<file path="config.mk">
export PLATFORM = sky130hd
export DESIGN_NAME = mips_pipeline_mem_stage
export DESIGN_NICKNAME = d
export VERILOG_FILES = /design/src/rtl/mips_pipeline_mem_pkg.sv /design/src/rtl/mips_pipeline_mem_lane.sv /design/src/rtl/mips_pipeline_mem_stage.sv
export SDC_FILE = /design/constraint.sdc
export NUM_CORES = 1
export LEC_CHECK = 0
export BUFFER_PORTS_ARGS = -buffer_cell sky130_fd_sc_hd__buf_4
export CORE_ASPECT_RATIO = 1.2
export CORE_MARGIN = 2
export CORE_UTILIZATION = 46
export DETAILED_ROUTE_END_ITERATION = 16
export PLACE_DENSITY = 0.77
export SKIP_LAST_GASP = 1
export SYNTH_ARGS = -nofsm -noshare
export SYNTH_HDL_FRONTEND = slang
export SYNTH_HIERARCHICAL = 1
export SYNTH_SLANG_ARGS = --single-unit
</file>
<file path="constraint.sdc">
create_clock -name clock -period 5.29 [get_ports clock]
set_input_delay 1.058 -clock clock [delete_from_list [all_inputs] [get_ports clock]]
set_output_delay 1.058 -clock clock [all_outputs]
set_load 0.02 [all_outputs]
</file>
<file path="src/rtl/mips_pipeline_mem_pkg.sv">
// Shared encodings, state type and bundle layouts for the MIPS MEM stage.
package mips_pipeline_mem_pkg;

    localparam logic [1:0] SIZE_BYTE = 2'b00;
    localparam logic [1:0] SIZE_HALF = 2'b01;
    localparam logic [1:0] SIZE_WORD = 2'b10;

    localparam logic [1:0] FAULT_NONE  = 2'b00;
    localparam logic [1:0] FAULT_ALIGN = 2'b01;
    localparam logic [1:0] FAULT_BUS   = 2'b10;

    typedef enum logic {IDLE, ACCESS} state_t;

    typedef struct packed {
        logic        valid;
        logic        mem_read;
        logic        mem_write;
        logic [1:0]  mem_size;
        logic        mem_signed;
        logic        reg_write;
        logic [4:0]  dest_reg;
        logic [31:0] alu_result;
        logic [31:0] store_data;
        logic        misaligned;
    } ex_mem_t;

    typedef struct packed {
        logic        valid;
        logic        reg_write;
        logic        mem_to_reg;
        logic [4:0]  dest_reg;
        logic [31:0] alu_result;
        logic [31:0] load_data;
        logic [1:0]  fault;
    } mem_wb_t;

    function automatic int timeout_cnt_width(input int timeout_cycles);
        return $clog2(timeout_cycles + 1);
    endfunction

    // Size code 11 behaves as a word everywhere.
    function automatic logic is_aligned(input logic [1:0] size, input logic [1:0] addr_lo);
        case (size)
            SIZE_BYTE: return 1'b1;
            SIZE_HALF: return ~addr_lo[0];
            SIZE_WORD: return addr_lo == 2'b00;
            default:   return addr_lo == 2'b00;
        endcase
    endfunction

endpackage

</file>
<file path="src/rtl/mips_pipeline_mem_lane.sv">
// Little-endian byte-lane logic: store enables/replication and load extract/extend.
module mips_pipeline_mem_lane
    import mips_pipeline_mem_pkg::*;
(
    input  logic [1:0]  size,
    input  logic [1:0]  lane,
    input  logic        is_signed,
    input  logic [31:0] store_data,
    input  logic [31:0] rdata,
    output logic [3:0]  be,
    output logic [31:0] wdata,
    output logic [31:0] load_data
);

    logic [31:0] shifted;

    assign shifted = rdata >> {lane, 3'b000};

    always_comb begin
        be        = 4'b1111;
        wdata     = store_data;
        load_data = shifted;
        case (size)
            SIZE_BYTE: begin
                be        = 4'b0001 << lane;
                wdata     = {4{store_data[7:0]}};
                load_data = {{24{is_signed & shifted[7]}}, shifted[7:0]};
            end
            SIZE_HALF: begin
                be        = 4'b0011 << lane;
                wdata     = {2{store_data[15:0]}};
                load_data = {{16{is_signed & shifted[15]}}, shifted[15:0]};
            end
            default: ;
        endcase
    end

endmodule

</file>
<file path="src/rtl/mips_pipeline_mem_stage.sv">
// MEM stage: EX/MEM register, req/ack data-memory access with timeout, MEM/WB register.
module mips_pipeline_mem_stage
    import mips_pipeline_mem_pkg::*;
#(
    parameter int TIMEOUT_CYCLES = 255
) (
    input  logic        clock,
    input  logic        reset,
    input  logic        in_valid,
    input  logic        in_mem_read,
    input  logic        in_mem_write,
    input  logic [1:0]  in_mem_size,
    input  logic        in_mem_signed,
    input  logic        in_reg_write,
    input  logic [4:0]  in_dest_reg,
    input  logic [31:0] in_alu_result,
    input  logic [31:0] in_store_data,
    output logic        stall_out,
    output logic        dmem_req,
    output logic        dmem_we,
    output logic [29:0] dmem_addr,
    output logic [3:0]  dmem_be,
    output logic [31:0] dmem_wdata,
    input  logic        dmem_ack,
    input  logic [31:0] dmem_rdata,
    output logic        out_valid,
    output logic        out_reg_write,
    output logic        out_mem_to_reg,
    output logic [4:0]  out_dest_reg,
    output logic [31:0] out_alu_result,
    output logic [31:0] out_load_data,
    output logic [1:0]  out_fault
);

    localparam int CNT_W = timeout_cnt_width(TIMEOUT_CYCLES);

    state_t           state;
    ex_mem_t          cur;
    ex_mem_t          cur_next;
    mem_wb_t          wb;
    mem_wb_t          wb_next;
    logic [CNT_W-1:0] wait_cnt;
    logic             access;
    logic             timeout_now;
    logic             in_is_mem;
    logic             in_aligned;
    logic [3:0]       lane_be;
    logic [31:0]      lane_load;

    assign access      = (state == ACCESS);
    assign timeout_now = access & ~dmem_ack & (wait_cnt == CNT_W'(TIMEOUT_CYCLES - 1));
    assign stall_out   = access & ~dmem_ack & ~timeout_now;

    assign in_is_mem  = in_valid & (in_mem_read | in_mem_write);
    assign in_aligned = is_aligned(in_mem_size, in_alu_result[1:0]);

    always_comb begin
        cur_next            = '0;
        cur_next.valid      = in_valid;
        cur_next.mem_read   = in_mem_read;
        cur_next.mem_write  = in_mem_write;
        cur_next.mem_size   = in_mem_size;
        cur_next.mem_signed = in_mem_signed;
        cur_next.reg_write  = in_reg_write;
        cur_next.dest_reg   = in_dest_reg;
        cur_next.alu_result = in_alu_result;
        cur_next.store_data = in_store_data;
        cur_next.misaligned = in_is_mem & ~in_aligned;
    end

    // NOTE: non-blocking assignments keep every register sampling pre-edge values.
    always_ff @(posedge clock or posedge reset) begin
        if (reset) begin
            state    <= IDLE;
            cur      <= '0;
            wait_cnt <= '0;
        end else if (!stall_out) begin
            cur      <= cur_next;
            state    <= (in_is_mem && in_aligned) ? ACCESS : IDLE;
            wait_cnt <= '0;
        end else begin
            wait_cnt <= wait_cnt + CNT_W'(1);
        end
    end

    mips_pipeline_mem_lane u_lane (
        .size       (cur.mem_size),
        .lane       (cur.alu_result[1:0]),
        .is_signed  (cur.mem_signed),
        .store_data (cur.store_data),
        .rdata      (dmem_rdata),
        .be         (lane_be),
        .wdata      (dmem_wdata),
        .load_data  (lane_load)
    );

    assign dmem_req  = access;
    assign dmem_we   = access & cur.mem_write;
    assign dmem_addr = cur.alu_result[31:2];
    assign dmem_be   = access ? lane_be : 4'b0000;

    // Faulted ops become bubbles carrying only the fault code.
    always_comb begin
        wb_next       = '0;
        wb_next.fault = FAULT_NONE;
        if (timeout_now) begin
            wb_next.fault = FAULT_BUS;
        end else if (cur.valid && cur.misaligned) begin
            wb_next.fault = FAULT_ALIGN;
        end else if (cur.valid) begin
            wb_next.valid      = 1'b1;
            wb_next.reg_write  = cur.reg_write & ~cur.mem_write;
            wb_next.mem_to_reg = cur.mem_read & ~cur.mem_write;
            wb_next.dest_reg   = cur.dest_reg;
            wb_next.alu_result = cur.alu_result;
            if (cur.mem_read && !cur.mem_write) begin
                wb_next.load_data = lane_load;
            end
        end
    end

    always_ff @(posedge clock or posedge reset) begin
        if (reset) begin
            wb <= '0;
        end else if (!stall_out) begin
            wb <= wb_next;
        end
    end

    assign out_valid      = wb.valid;
    assign out_reg_write  = wb.reg_write;
    assign out_mem_to_reg = wb.mem_to_reg;
    assign out_dest_reg   = wb.dest_reg;
    assign out_alu_result = wb.alu_result;
    assign out_load_data  = wb.load_data;
    assign out_fault      = wb.fault;

endmodule

</file>
==> reports/qor.yml <==
status: "finished clean"
synth.area.top_cells: "dfrtp_1 53%, mux2_2 15%, a22o_1 8.2%"
hold_buffers: 0
cts_tree: "built"
die_y_um: 144.1
drt-total-wl_um: 18830
grt_overflow: 0
clock_latency_ns: 0.42
vias_per_cell: 5.414
syn_area_mm2: 0.007522
rows: 51
placed_area_mm2: 0.009258
coreArea_mm2: 0.01614
synth-edff-count: 0
synth_common_cells: "160 x dfrtp_1, 101 x mux2_2, 70 x a22o_1, 40 x buf_4, 35 x nand2_1"
relSlewSlack_pct: 26.50
largest_register_ffs: 47
drtAntennaViolNets: 0
holdPathStages: 1
dp_hpwl_um: 13040
power_density_mw_per_mm2: 346.3
finalCriticalPeriod_ns: 3.767
startpoint_type: "input port"
setup_ws_ns: 1.523
antenna_found_initial: 0
cts_htree_levels: 4
total_leakage_power_nw: 4.769
seqCellArea_mm2: 0.004004
required_ns: 4.23
cp-startpoint: "dmem_ack"
fin_nets: 912
syn_avg_cell_area_um2: 12.52
n_antenna_cell: 0
pre_cts_ws_ns: 1.353
clock-sinks: 160
fin_util_pct: 61.23
fin_worst_hold_slack_ns: 0.4815
crit_arrival_ns: 2.71
finalHoldViolations: 0
wl_per_cell_um: 18.39
peakVddDrop_mv: 0.2221
fin_setup_tns_ns: 0
grt_first_pass_wirelength_um: 30310
clockRootBuffer: "clkbuf_16"
skew_ns: 0.006610
yosysTopAreaCell: "dfrtp_1"
yosys_warnings: 6
hp-start: "out_valid$_DFFE_PP0N_"
start_util_pct: 46.59
synth-seq-cells: 160
first_pass_iters: 4
gp_congestion: 0.7963
drc_errors: 0
largest-register: "cur"
finalCritPeriodShare_pct: 71.21
maxCapViolations: 0
hold_class: "register to register"
setup_viol: 0
reg2reg_setup_slack_ns: 1.94
rsz0062_at_grt: "false"
critPathKind: "input port to primary output"
final_cells: 1024
grt_start_max_net_pins: 161
rr_worst_depth: 6
yosysUniqueCellTypes: 47
clockBufferDepth: 2
area_growth_pct: 31.40
end_kind: "primary output"
multi_input_area_mm2: 0.002995
synth_top_area_share_pct: 53.23
fmax_mhz: 265.5
postLayoutCellArea_mm2: 0.009884
worst_pin_slew_ns: 1.103
path_clk_slew_ns: 0.06
io_pins: 254
postCtsSetupBuffers: 0
die_area_mm2: 0.01740
die_w_um: 120.7
fillers: 1252
cts_buffers: 17
io_buffers: 253
async_flop_share_pct: 100.0
cts-resized-gates: 0
yosysSeqAreaShare_pct: 53.23
drt_iter0_markers: 288
vias: 5544
syn_inst: 601
drive_gt1_share_pct: 50.86
slew_viol_final: 0
reg2reg_from: "dmem_req$_DFFE_PP0N_"
r2r-end: "cur[5]$_DFFE_PP0N_"
track_usage_pct: 22.22
power_mw: 3.423
hold_path_end: "out_valid$_DFFE_PP0N_"
synth_nets: 714
yosysMostFrequentCell: "dfrtp_1"
grt_pass1_vias: 5884
path_max_fanout: 42
placedCellCount: 992
ys.flop_type: "dfrtp_1"
-- critical path, cell delays in order --
cell and delay [ns]:
buf_4 0.12, nor2b_1 0.55, o21ai_4 0.09, buf_4 0.31
inv_4 0.33, buf_4 0.21
-- metal layers --
metal / vias up / GRT usage (%) / routed length, um
met3: 36 / 6.585 / 1435
li1: 2548 / - / -
met1: 2729 / 26.82 / 7496
met5: - / 0 / 0
met2: 231 / 37.11 / 9404
met4: 0 / 9.486 / 494
-- layout make-up --
class / count / area share [%]
timing repair buffer: 261 / 19.95
clock inverter: 13 / 1.861
multi-input combinational: 355 / 30.30
sequential: 160 / 40.51
inverter: 4 / 0.2152
clock buffer: 19 / 4.481
tap: 212 / 2.684
-- worst max-delay path by stage --
stage	end	cells after the start
4_1_cts	stall_out	6
6_report	stall_out	6
3_5_place_dp	cur[5]$_DFFE_PP0N_	7
5_1_grt	stall_out	6
2_1_floorplan	cur[0]$_DFFE_PP0N_	1
3_3_place_gp	cur[10]$_DFFE_PP0N_	7
-- cells by family (layout without fill, tap and decap cells) --
family	count (synthesis)	after routing	share of synthesized area, %
adder cells (fa/ha/maj)	2	2	0.3326
multiplexers	126	126	18.58
flip-flops	160	160	53.23
AO/OA/AOI/OAI	140	140	14.52
XOR/XNOR	2	2	0.2329
AND/OR/NAND/NOR	85	85	6.021
buffers and inverters	86	297	7.086
-- report_power, final --
group          total, mW  switching (mW)  leakage (nW)  internal, mW
clock               1.30           0.494         0.300         0.803
combinational      0.717           0.376          2.45         0.341
sequential          1.41          0.0844          2.02          1.32
-- cell usage in the layout, fill, tap and decap left out, types with 3 or more instances in the layout --
| master | Yosys | routed |
|---|---|---|
| clkbuf_16 | 0 | 17 |
| and2_1 | 6 | 6 |
| a22o_1 | 70 | 70 |
| or2_2 | 7 | 7 |
| mux2i_1 | 23 | 23 |
| dfrtp_1 | 160 | 160 |
| a21oi_1 | 19 | 19 |
| nand3_1 | 4 | 4 |
| nand2_1 | 35 | 35 |
| bufinv_16 | 0 | 4 |
| buf_4 | 40 | 260 |
| o21a_1 | 3 | 3 |
| nand3b_1 | 5 | 5 |
| clkinv_2 | 0 | 3 |
| nand2b_1 | 3 | 3 |
| nor2_1 | 11 | 10 |
| nor2b_1 | 3 | 3 |
| o211ai_1 | 15 | 15 |
| mux2_2 | 101 | 101 |
| clkinvlp_4 | 0 | 4 |
| o21ai_0 | 20 | 20 |
| nor3_1 | 3 | 3 |
(Power assumes the default switching activity.)
